$ cat src/rtl/sc_behavior_arbiter_pkg.sv
// Shared constants for the behaviour arbiter: state codes,
// stop-cause bit positions and select-code helpers.
package sc_behavior_arbiter_pkg;

    localparam logic [1:0] ST_RESET = 2'd0;
    localparam logic [1:0] ST_START = 2'd1;
    localparam logic [1:0] ST_RUN   = 2'd2;
    localparam logic [1:0] ST_STOP  = 2'd3;

    localparam int CAUSE_STOP = 0;
    localparam int CAUSE_GOAL = 1;

    localparam int IDLE_CODE = 0;

    function automatic int sel_code(input int idx);
        return idx + 1;
    endfunction

endpackage

$ cat src/rtl/sc_behavior_arbiter_if.sv
// Flag/request inputs and mux-select outputs of the arbiter,
// bundled between the flag logic (master) and the arbiter (slave).
interface sc_behavior_arbiter_if #(
    parameter int NUM_CTRL = 2,
    parameter int SEL_W    = $clog2(NUM_CTRL + 2)
);
    logic [NUM_CTRL-1:0] SC_BEHAVIORARBITER_REQ_InBus;
    logic                SC_BEHAVIORARBITER_NEWSIGNAL_InLow;
    logic                SC_BEHAVIORARBITER_STOP_InLow;
    logic                SC_BEHAVIORARBITER_FLAGGOAL_InLow;
    logic [SEL_W-1:0]    SC_BEHAVIORARBITER_MUXSELECT_OutBus;
    logic [NUM_CTRL-1:0] SC_BEHAVIORARBITER_ACTIVE_OutBus;
    logic [1:0]          SC_BEHAVIORARBITER_STOPCAUSE_OutBus;
    logic                SC_BEHAVIORARBITER_SWITCH_OutLow;

    modport master (
        output SC_BEHAVIORARBITER_REQ_InBus,
        output SC_BEHAVIORARBITER_NEWSIGNAL_InLow,
        output SC_BEHAVIORARBITER_STOP_InLow,
        output SC_BEHAVIORARBITER_FLAGGOAL_InLow,
        input  SC_BEHAVIORARBITER_MUXSELECT_OutBus,
        input  SC_BEHAVIORARBITER_ACTIVE_OutBus,
        input  SC_BEHAVIORARBITER_STOPCAUSE_OutBus,
        input  SC_BEHAVIORARBITER_SWITCH_OutLow
    );

    modport slave (
        input  SC_BEHAVIORARBITER_REQ_InBus,
        input  SC_BEHAVIORARBITER_NEWSIGNAL_InLow,
        input  SC_BEHAVIORARBITER_STOP_InLow,
        input  SC_BEHAVIORARBITER_FLAGGOAL_InLow,
        output SC_BEHAVIORARBITER_MUXSELECT_OutBus,
        output SC_BEHAVIORARBITER_ACTIVE_OutBus,
        output SC_BEHAVIORARBITER_STOPCAUSE_OutBus,
        output SC_BEHAVIORARBITER_SWITCH_OutLow
    );

endinterface

$ cat src/rtl/sc_behavior_arbiter_encoder.sv
// Highest-set-bit priority encoder used to pick the winning
// request channel; purely combinational.
module sc_priority_encoder #(
    parameter int N  = 2,
    parameter int IW = (N > 1) ? $clog2(N) : 1
) (
    input  logic [N-1:0]  req,
    output logic          valid,
    output logic [IW-1:0] idx
);

    // Later (higher) indices overwrite earlier ones, so the top bit wins.
    always_comb begin
        valid = 1'b0;
        idx   = '0;
        for (int i = 0; i < N; i++) begin
            if (req[i]) begin
                valid = 1'b1;
                idx   = IW'(i);
            end
        end
    end

endmodule

$ cat src/rtl/sc_behavior_arbiter.sv
// Behaviour arbiter: picks the motion controller driving the motor mux,
// with start settle delay, minimum dwell, preemption and latched stop cause.
module sc_behavior_arbiter
    import sc_behavior_arbiter_pkg::*;
#(
    parameter int NUM_CTRL    = 2,
    parameter int START_DELAY = 4,
    parameter int MIN_DWELL   = 8,
    parameter int PREEMPT     = 1,
    parameter int SEL_W       = $clog2(NUM_CTRL + 2)
) (
    input logic                  SC_BEHAVIORARBITER_CLOCK_50,
    input logic                  SC_BEHAVIORARBITER_RESET_InLow,
    sc_behavior_arbiter_if.slave arb
);

    localparam int IDX_W   = (NUM_CTRL > 1) ? $clog2(NUM_CTRL) : 1;
    localparam int CNT_MAX = (START_DELAY > MIN_DWELL) ? START_DELAY : MIN_DWELL;
    localparam int CNT_W   = $clog2(CNT_MAX + 1);

    localparam logic [CNT_W-1:0]    START_LIM = CNT_W'(START_DELAY);
    localparam logic [CNT_W-1:0]    DWELL_LIM = CNT_W'(MIN_DWELL);
    localparam logic [NUM_CTRL-1:0] ONE_HOT0  = NUM_CTRL'(1);

    logic [1:0]       state_q, state_d;
    logic [CNT_W-1:0] cnt_q, cnt_d, cnt_inc, cnt_lim;
    logic [IDX_W-1:0] cur_q, cur_d;
    logic [1:0]       cause_q, cause_d;
    logic             switch_n_q, switch_n_d;
    logic             newsig_q;
    logic             win_vld;
    logic [IDX_W-1:0] win_idx;
    logic             halt;
    logic             restart;
    logic             do_switch;
    logic [1:0]       cause_now;

    sc_priority_encoder #(
        .N  (NUM_CTRL),
        .IW (IDX_W)
    ) u_winner (
        .req   (arb.SC_BEHAVIORARBITER_REQ_InBus),
        .valid (win_vld),
        .idx   (win_idx)
    );

    // Stop/goal level, restart edge, saturating count and switch decision.
    always_comb begin
        halt    = ~arb.SC_BEHAVIORARBITER_STOP_InLow
                | ~arb.SC_BEHAVIORARBITER_FLAGGOAL_InLow;
        restart = newsig_q & ~arb.SC_BEHAVIORARBITER_NEWSIGNAL_InLow;
        cause_now             = 2'b00;
        cause_now[CAUSE_STOP] = ~arb.SC_BEHAVIORARBITER_STOP_InLow;
        cause_now[CAUSE_GOAL] = ~arb.SC_BEHAVIORARBITER_FLAGGOAL_InLow;
        cnt_lim = (state_q == ST_RUN) ? DWELL_LIM : START_LIM;
        cnt_inc = (cnt_q >= cnt_lim) ? cnt_lim : cnt_q + 1'b1;
        do_switch = win_vld && (win_idx != cur_q)
                 && ((cnt_inc >= DWELL_LIM)
                     || ((PREEMPT != 0) && (win_idx > cur_q)));
    end

    // Next-state logic; counts compare against the value after this cycle.
    always_comb begin
        state_d    = state_q;
        cnt_d      = cnt_q;
        cur_d      = cur_q;
        cause_d    = cause_q;
        switch_n_d = 1'b1;
        case (state_q)
            ST_RESET: begin
                state_d = ST_START;
                cnt_d   = '0;
            end
            ST_START: begin
                cnt_d = cnt_inc;
                if (halt) begin
                    state_d = ST_STOP;
                    cause_d = cause_now;
                end else if ((cnt_inc >= START_LIM) && win_vld) begin
                    state_d = ST_RUN;
                    cur_d   = win_idx;
                    cnt_d   = '0;
                end
            end
            ST_RUN: begin
                cnt_d = cnt_inc;
                if (halt) begin
                    state_d = ST_STOP;
                    cause_d = cause_now;
                end else if (do_switch) begin
                    cur_d      = win_idx;
                    cnt_d      = '0;
                    switch_n_d = 1'b0;
                end
            end
            ST_STOP: begin
                if (restart) begin
                    state_d = ST_START;
                    cause_d = 2'b00;
                    cnt_d   = '0;
                end
            end
            default: begin
                state_d = ST_RESET;
                cnt_d   = '0;
            end
        endcase
    end

    // State registers with asynchronous active-low reset.
    always_ff @(posedge SC_BEHAVIORARBITER_CLOCK_50
                or negedge SC_BEHAVIORARBITER_RESET_InLow) begin
        if (!SC_BEHAVIORARBITER_RESET_InLow) begin
            state_q    <= ST_RESET;
            cnt_q      <= '0;
            cur_q      <= '0;
            cause_q    <= 2'b00;
            switch_n_q <= 1'b1;
            newsig_q   <= 1'b1;
        end else begin
            state_q    <= state_d;
            cnt_q      <= cnt_d;
            cur_q      <= cur_d;
            cause_q    <= cause_d;
            switch_n_q <= switch_n_d;
            newsig_q   <= arb.SC_BEHAVIORARBITER_NEWSIGNAL_InLow;
        end
    end

    // Outputs decode directly from registered state.
    always_comb begin
        arb.SC_BEHAVIORARBITER_MUXSELECT_OutBus = SEL_W'(IDLE_CODE);
        arb.SC_BEHAVIORARBITER_ACTIVE_OutBus    = '0;
        if (state_q == ST_RUN) begin
            arb.SC_BEHAVIORARBITER_MUXSELECT_OutBus =
                SEL_W'(sel_code(int'(cur_q)));
            arb.SC_BEHAVIORARBITER_ACTIVE_OutBus = ONE_HOT0 << cur_q;
        end else if (state_q == ST_STOP) begin
            arb.SC_BEHAVIORARBITER_MUXSELECT_OutBus = SEL_W'(NUM_CTRL + 1);
        end
        arb.SC_BEHAVIORARBITER_STOPCAUSE_OutBus = cause_q;
        arb.SC_BEHAVIORARBITER_SWITCH_OutLow    = switch_n_q;
    end

endmodule

$ cat src/flat_wrapper.sv
// flat-port wrapper written by rule: the top's interface ports become plain ports
module sc_behavior_arbiter_flat import sc_behavior_arbiter_pkg::*;
#(
    parameter int NUM_CTRL    = 2,
    parameter int START_DELAY = 4,
    parameter int MIN_DWELL   = 8,
    parameter int PREEMPT     = 1,
    parameter int SEL_W       = $clog2(NUM_CTRL + 2)
)
  (SC_BEHAVIORARBITER_CLOCK_50, SC_BEHAVIORARBITER_RESET_InLow, arb_SC_BEHAVIORARBITER_REQ_InBus, arb_SC_BEHAVIORARBITER_NEWSIGNAL_InLow, arb_SC_BEHAVIORARBITER_STOP_InLow, arb_SC_BEHAVIORARBITER_FLAGGOAL_InLow, arb_SC_BEHAVIORARBITER_MUXSELECT_OutBus, arb_SC_BEHAVIORARBITER_ACTIVE_OutBus, arb_SC_BEHAVIORARBITER_STOPCAUSE_OutBus, arb_SC_BEHAVIORARBITER_SWITCH_OutLow);
  sc_behavior_arbiter_if #(.NUM_CTRL(NUM_CTRL), .SEL_W(SEL_W)) arb_i ();
  input logic SC_BEHAVIORARBITER_CLOCK_50;
  input logic SC_BEHAVIORARBITER_RESET_InLow;
  input wire logic [$bits(arb_i.SC_BEHAVIORARBITER_REQ_InBus)-1:0] arb_SC_BEHAVIORARBITER_REQ_InBus;
  input wire logic [$bits(arb_i.SC_BEHAVIORARBITER_NEWSIGNAL_InLow)-1:0] arb_SC_BEHAVIORARBITER_NEWSIGNAL_InLow;
  input wire logic [$bits(arb_i.SC_BEHAVIORARBITER_STOP_InLow)-1:0] arb_SC_BEHAVIORARBITER_STOP_InLow;
  input wire logic [$bits(arb_i.SC_BEHAVIORARBITER_FLAGGOAL_InLow)-1:0] arb_SC_BEHAVIORARBITER_FLAGGOAL_InLow;
  output wire logic [$bits(arb_i.SC_BEHAVIORARBITER_MUXSELECT_OutBus)-1:0] arb_SC_BEHAVIORARBITER_MUXSELECT_OutBus;
  output wire logic [$bits(arb_i.SC_BEHAVIORARBITER_ACTIVE_OutBus)-1:0] arb_SC_BEHAVIORARBITER_ACTIVE_OutBus;
  output wire logic [$bits(arb_i.SC_BEHAVIORARBITER_STOPCAUSE_OutBus)-1:0] arb_SC_BEHAVIORARBITER_STOPCAUSE_OutBus;
  output wire logic [$bits(arb_i.SC_BEHAVIORARBITER_SWITCH_OutLow)-1:0] arb_SC_BEHAVIORARBITER_SWITCH_OutLow;
  assign arb_i.SC_BEHAVIORARBITER_REQ_InBus = arb_SC_BEHAVIORARBITER_REQ_InBus;
  assign arb_i.SC_BEHAVIORARBITER_NEWSIGNAL_InLow = arb_SC_BEHAVIORARBITER_NEWSIGNAL_InLow;
  assign arb_i.SC_BEHAVIORARBITER_STOP_InLow = arb_SC_BEHAVIORARBITER_STOP_InLow;
  assign arb_i.SC_BEHAVIORARBITER_FLAGGOAL_InLow = arb_SC_BEHAVIORARBITER_FLAGGOAL_InLow;
  assign arb_SC_BEHAVIORARBITER_MUXSELECT_OutBus = arb_i.SC_BEHAVIORARBITER_MUXSELECT_OutBus;
  assign arb_SC_BEHAVIORARBITER_ACTIVE_OutBus = arb_i.SC_BEHAVIORARBITER_ACTIVE_OutBus;
  assign arb_SC_BEHAVIORARBITER_STOPCAUSE_OutBus = arb_i.SC_BEHAVIORARBITER_STOPCAUSE_OutBus;
  assign arb_SC_BEHAVIORARBITER_SWITCH_OutLow = arb_i.SC_BEHAVIORARBITER_SWITCH_OutLow;
  sc_behavior_arbiter #(.NUM_CTRL(NUM_CTRL), .START_DELAY(START_DELAY), .MIN_DWELL(MIN_DWELL), .PREEMPT(PREEMPT), .SEL_W(SEL_W)) u_core (.SC_BEHAVIORARBITER_CLOCK_50(SC_BEHAVIORARBITER_CLOCK_50), .SC_BEHAVIORARBITER_RESET_InLow(SC_BEHAVIORARBITER_RESET_InLow), .arb(arb_i));
endmodule
$ cat config.mk
export PLATFORM = sky130hd
export DESIGN_NAME = sc_behavior_arbiter_flat
export DESIGN_NICKNAME = d
export VERILOG_FILES = /design/src/rtl/sc_behavior_arbiter_pkg.sv /design/src/rtl/sc_behavior_arbiter_if.sv /design/src/rtl/sc_behavior_arbiter_encoder.sv /design/src/rtl/sc_behavior_arbiter.sv /design/src/flat_wrapper.sv
export SDC_FILE = /design/constraint.sdc
export NUM_CORES = 1
export LEC_CHECK = 0
export CAP_MARGIN = 20
export CELL_PAD_IN_SITES_DETAIL_PLACEMENT = 1
export CELL_PAD_IN_SITES_GLOBAL_PLACEMENT = 1
export CORE_UTILIZATION = 41
export CTS_CLUSTER_SIZE = 20
export DETAILED_ROUTE_END_ITERATION = 12
export PLACE_DENSITY = 0.89
export SKIP_CTS_REPAIR_TIMING = 1
export SLEW_MARGIN = 20
export SYNTH_ARGS = -nofsm -noshare
export SYNTH_HDL_FRONTEND = slang
export SYNTH_HIERARCHICAL = 1
export SYNTH_SLANG_ARGS = --single-unit
$ cat constraint.sdc
create_clock -name SC_BEHAVIORARBITER_CLOCK_50 -period 4.6 [get_ports SC_BEHAVIORARBITER_CLOCK_50]
set_input_delay 1.15 -clock SC_BEHAVIORARBITER_CLOCK_50 [delete_from_list [all_inputs] [get_ports SC_BEHAVIORARBITER_CLOCK_50]]
set_output_delay 1.15 -clock SC_BEHAVIORARBITER_CLOCK_50 [all_outputs]
set_load 0.005 [all_outputs]
# Yosys cells after proc, flatten, opt, wreduce, memory -nomap -nowiden
# Index checks and enable logic that the tools add are counted.
# word_totals
reg_bits	11
input_bits	7
word_cells	71
# classes
n_addsub	2
n_lt_le_gt_ge	4
eq_ne	12
shifts	1
muxes	30
n_bitwise	5
n_reduce_logical	11
# ops
operator	n
2-to-1 mux 4 bit	7
2-to-1 mux 2 bit	9
case mux 4 bit (4 select lines)	1
2-to-1 mux 1 bit	10
!= test 2 x 1 -> 1 bit, second input constant	5
case mux 2 bit (4 select lines)	1
AND reduction 3 bit	2
AND reduction 5 bit	1
adder 4 x 1 -> 4 bit, second input constant	1
== test 2 bit, second input constant	2
greater-or-equal comparator 4 x 3 -> 1 bit, second input constant	1
greater-or-equal comparator 4 bit	1
greater-or-equal comparator 4 bit, second input constant	1
!= test 2 bit, second input constant	2
case mux 2 bit (2 select lines)	1
nonzero test 2 bit	2
logical AND 1 bit	3
!= test 3 x 1 -> 1 bit, second input constant	1
inverter 1 bit	3
adder 1 x 1 -> 2 bit, second input constant	1
== test 2 x 1 -> 1 bit, second input constant	1
logical NOT 2 bit	1
case mux 1 bit (2 select lines)	1
OR reduction 2 bit	1
6 further kinds	6

# Longest topological paths before layout
# logic_depth
word_depth	10
mapped_depth	9
depth_no_buf	9

# Cells and area by module
# Netlist, hierarchy kept.
# modules_own_cells
mod	n_inst	cells_each	area_each_um2	seq_area_each_um2
sc_behavior_arbiter	1	84	779.5	277.8
sc_priority_encoder	1	2	13.8	0.0

# Least setup slack after synthesis
# No wires, ideal clock.
# synth_path
kind	in2reg
from	in arb_SC_BEHAVIORARBITER_REQ_InBus[1]
to	reg u_core.cur_q
setup_ns	0.128
arrival_ns	2.378
required_time_ns	4.472
setup_slack_ns	2.094
path_stages	6
path_buffers	1
cell_sequence	buf_4 > ha_1 > nor2_1 > a21oi_1 > a2111oi_4 > mux2_1
# synth_between
elab_chain_len	6
word_cells_on_any_way	16
# synth_lines
item	line	source
start, declared	flat_wrapper.sv:14	input wire logic [$bits(arb_i.SC_BEHAVIORARBITER_REQ_InBus)-1:0] arb_SC_BEHAVIORARBITER_REQ_InBus;
2-to-1 mux 1 bit	sc_behavior_arbiter_encoder.sv:17	if (req[i]) begin
!= test 1 bit / > comparator 1 bit (equally long branches)	sc_behavior_arbiter.sv:57, sc_behavior_arbiter.sv:59	
logical AND 1 bit / logical OR 1 bit (equally long branches)	sc_behavior_arbiter.sv:57, sc_behavior_arbiter.sv:59	
logical AND 1 bit	sc_behavior_arbiter.sv:58	&& ((cnt_inc >= DWELL_LIM)
!= test 2 x 1 -> 1 bit (no source line)	-	
AND reduction 5 bit (no source line)	-	
end signal, assigned	sc_behavior_arbiter.sv:123	cur_q <= cur_d;
end, declared	sc_behavior_arbiter.sv:27	logic [IDX_W-1:0] cur_q, cur_d;
# Parallel ways exist; a longest one is shown, timed or not. The select of a mux whose other input is x is not followed.
# A chain may end at the register's enable or synchronous reset.

# Worst setup path after layout
# layout_path
from	reg u_core.state_q[0]
to	out arb_SC_BEHAVIORARBITER_MUXSELECT_OutBus[1]
# layout_between
elab_chain_len	3
word_cells_on_any_way	4
# layout_lines
item	line	source
start, declared	sc_behavior_arbiter.sv:25	logic [1:0] state_q, state_d;
start signal, assigned	sc_behavior_arbiter.sv:121	state_q <= state_d;
== test 2 bit	sc_behavior_arbiter.sv:138	end else if (state_q == ST_STOP) begin
2-to-1 mux 2 bit	sc_behavior_arbiter.sv:138	
2-to-1 mux 2 bit (*)	sc_behavior_arbiter.sv:134	if (state_q == ST_RUN) begin
end, declared	flat_wrapper.sv:18	output wire logic [$bits(arb_i.SC_BEHAVIORARBITER_MUXSELECT_OutBus)-1:0] arb_SC_BEHAVIORARBITER_MUXSELECT_OutB ...
# Mark *: on every way between the ends. The rest lies on a longest branch, timed or not.

==> results.json <==
{
  "status": "finished clean",
  "clkPwrFrac_pct": 9.9,
  "worst_setup_path_endpoint": "arb_SC_BEHAVIORARBITER_MUXSELECT_OutBus[1]",
  "detailroute.wirelength.met3_um": 48,
  "power_switching_mw": 0.3212,
  "hold-path-cell-count": 1,
  "route.vias.total": 690,
  "clock_transition_at_the_register_clock_pins_on_the_worst_setup_and_hold_paths_after_cts_ns": 0.08,
  "top_layer": "met4",
  "worst-path-max-fanout": 10,
  "worst_margin_pin_slew_ns": 0.6241,
  "critical_path.startpoint_type": "flop",
  "cpPeakStageDelay_ns": 0.52,
  "synth_area_um2": 793.3,
  "dpl_cell_area_um2": 943.4,
  "gr-usage-all-layers_pct": 21.16,
  "ys_types": 36,
  "period_share_pct": 65.91,
  "cts_sinks": 11,
  "cp-end-kind": "output pin",
  "yosys_synthesis_warning_count": 6,
  "detailedPlacementHpwl_um": 1516,
  "fin_tns_setup_ns": 0,
  "fp.dieW_um": 45.99,
  "fraction_of_final_layout_cells_with_drive_strength_greater_than_1_pct": 8.911,
  "max-slew-margin-rel_pct": 58.39,
  "io_buffer_count": 13,
  "drt_wl_total_um": 1879,
  "initial_antenna_violation_count": 0,
  "fill_cells": 229,
  "multi_input_gate_area_um2": 455.4,
  "via_count_of_the_first_global_routing_pass": 707,
  "critPathArrivalTime_ns": 1.88,
  "share_seq_of_total_power_pct": 23.9,
  "synth_seq_cells": 11,
  "clkLatencyLatePin_ns": 0.27,
  "peakVddDrop_uv": 302.2,
  "final-seq-area_um2": 277.8,
  "final_area_um2": 969.7,
  "cell_count_after_synthesis": 86,
  "avgViaCountPerCell": 5.476,
  "syn-num-nets": 101,
  "route.detailed.drc": 0,
  "globalRouteOverflowTotal": 0,
  "worst-setup-path-type": "reg -> out",
  "yosysSeqAreaShare_pct": 35.02,
  "post-layout-total-power_mw": 0.6932,
  "post_synth.cell_area_avg_um2": 9.224,
  "drt_pass1_iterations": 4,
  "synth_edf_count": 0,
  "diodes": 0,
  "grt_start_max_net_pins": 12,
  "reg2reg_depth": 9,
  "intPower_mw": 0.3719,
  "rr_startpoint": "u_core/state_q[0]",
  "cts_buffers": 3,
  "syn_to_layout_area_delta_pct": 22.24,
  "design.portCount": 14,
  "drt-initial-drc-count": 6,
  "ant_nets": 0,
  "cp-startpoint": "u_core/state_q[0]",
  "maxClockFrequency_ghz": 0.3298,
  "wire_length_on_met1_um": 824,
  "ff2ff_setup_slack_ns": 2.06,
  "synth_top_flop_cell": "dfrtp_1",
  "clockBufferDepth": 2,
  "first_pass_grt_wire_length_um": 3118,
  "die_area_um2": 2115,
  "unrepaired_setup_endpoints_after_global_routing": "no",
  "wire_per_inst_um": 14.91,
  "hold_path_class": "reg -> reg",
  "setup-violations-final": 0,
  "timing.final.max_slew_violations": 0,
  "worst_path_max_delay_cell": "clkdlybuf4s50_1",
  "place_congestion": 0.8494,
  "critical_path.reg2reg.endpoint": "u_core/cur_q",
  "tritoncts": "built",
  "fin_crit_ns": 3.032,
  "power_density_cells_nw_per_um2": 714.9,
  "path_cells": "inv_1 -> ha_1 -> inv_2 -> o21ai_0 -> clkdlybuf4s50_1",
  "start_util_pct": 44.96,
  "hold_start": "u_core/cur_q",
  "rows": 15,
  "core-area_um2": 1764,
  "worst_setup_skew_after_layout_ns": 0.009976,
  "met2RoutedLength_um": 993,
  "design.final.nets": 117,
  "critical_path_required_ns": 3.45,
  "max_cap_viol_count": 0,
  "comb_power_share_pct": 66.1,
  "cts_root_buf": "clkbuf_4",
  "static-leakage-power_nw": 0.4261,
  "hold_viol": 0,
  "p_sw_share_pct": 46.34,
  "post_synth_arst_share_pct": 100.0,
  "die_h_um": 45.99,
  "clock_tree.htree_level_count": 1
}
-- cell usage after synthesis (all sizes together) (2+ instances only) --
cell type	number	area, µm²
a21oi	7	35.03
nor2b	2	12.51
ha	8	100.1
nand2	3	11.26
nor3	2	10.01
nor2	7	28.78
inv	13	48.79
mux2i	2	20.02
a22o	2	17.52
o22ai	2	12.51
dfstp	2	52.55
xnor2	2	17.52
mux2	2	22.52
o21ai	4	20.02
dfrtp	9	225.2
o22a	2	17.52
-- power groups by stage --
stage	Sequential (mW)	Combinational, mW	Clock (mW)
final	0.166	0.458	0.0690
after floorplan	0.161	0.320	0
after global routing	0.171	0.513	0.0716
after detailed placement	0.168	0.455	0
after CTS	0.167	0.459	0.0698
after global placement	0.165	0.437	0
-- state kept, by name (all words and copies together) (netlist names) --
register and flops:
u_core/arb.SC_BEHAVIORARBITER_SWITCH_OutLow 1, u_core/state_q 2, u_core/cnt_q 4, u_core/newsig_q 1, u_core/arb.SC_BEHAVIORARBITER_STOPCAUSE_OutBus 2, u_core/cur_q 1
-- cells in the final DEF, fill, tap and decap left out, types with 2 or more instances in the layout --
master / Yosys / layout
o22ai_1: 2 / 2
clkdlybuf4s50_1: 0 / 13
nor3_1: 2 / 2
dfrtp_1: 9 / 9
o21ai_0: 4 / 4
clkbuf_4: 0 / 3
xnor2_1: 2 / 2
a21oi_1: 7 / 7
o22a_1: 2 / 2
a22o_1: 2 / 2
inv_1: 12 / 12
nor2_1: 6 / 6
nor2b_1: 2 / 2
mux2i_1: 2 / 2
ha_1: 8 / 8
dfstp_2: 2 / 2
nand2_1: 3 / 3
-- per-layer routing --
layer / track usage, % / vias to the layer above
met5: 0 / -
met4: 8.235 / 0
met3: 2.778 / 2
met2: 38.87 / 9
met1: 24.27 / 342
li1: - / 337
-- worst min-delay path by stage --
stage | endpoint | slack, ns
global route | flop | 0.60
CTS | u_core/cur_q | 0.56
finish | u_core/cur_q | 0.56
detailed placement | u_core/cur_q | 0.54
floorplan | u_core/cur_q | 0.50
global placement | u_core/cur_q | 0.52
-- worst max-delay path, delay by kind of cell (launching register included) --
family / cells / cell delay (ns)
buf+inv: 3 / 0.75
flops: 1 / 0.41
fa+ha+maj: 1 / 0.29
compound gates: 1 / 0.16
-- kinds of logic after synthesis --
kind of cell	synth area share (%)
XOR/XNOR	3.313
AO/OA/AOI/OAI	23.50
multiplexers	5.363
flip-flops	35.02
buffers and inverters	7.570
adder cells (fa/ha/maj)	12.62
AND/OR/NAND/NOR	12.62
-- through the flow --
| step | setup slack (ns) | std cells | util (%) | hold WS, ns |
|---|---|---|---|---|
| 2_1_floorplan | 2.094 | 86 | - | 0.4987 |
| 3_3_place_gp | 1.672 | 122 | 53.48 | 0.5241 |
| 3_5_place_dp | 1.632 | 122 | 53.48 | 0.5382 |
| 4_1_cts | 1.560 | 126 | 54.96 | 0.5570 |
| 5_1_grt | 1.419 | 126 | 54.96 | 0.6033 |
| 6_report | 1.568 | 126 | 54.96 | 0.5574 |
-- layout make-up --
cell class | instances | share of cell area, %
flip-flops and latches | 11 | 28.65
clock buffers | 4 | 2.710
multi-input cells | 60 | 46.97
well taps | 25 | 3.226
inverters | 13 | 5.032
repair buffers | 13 | 13.42
Note: power is estimated with default switching activity, not from simulation.
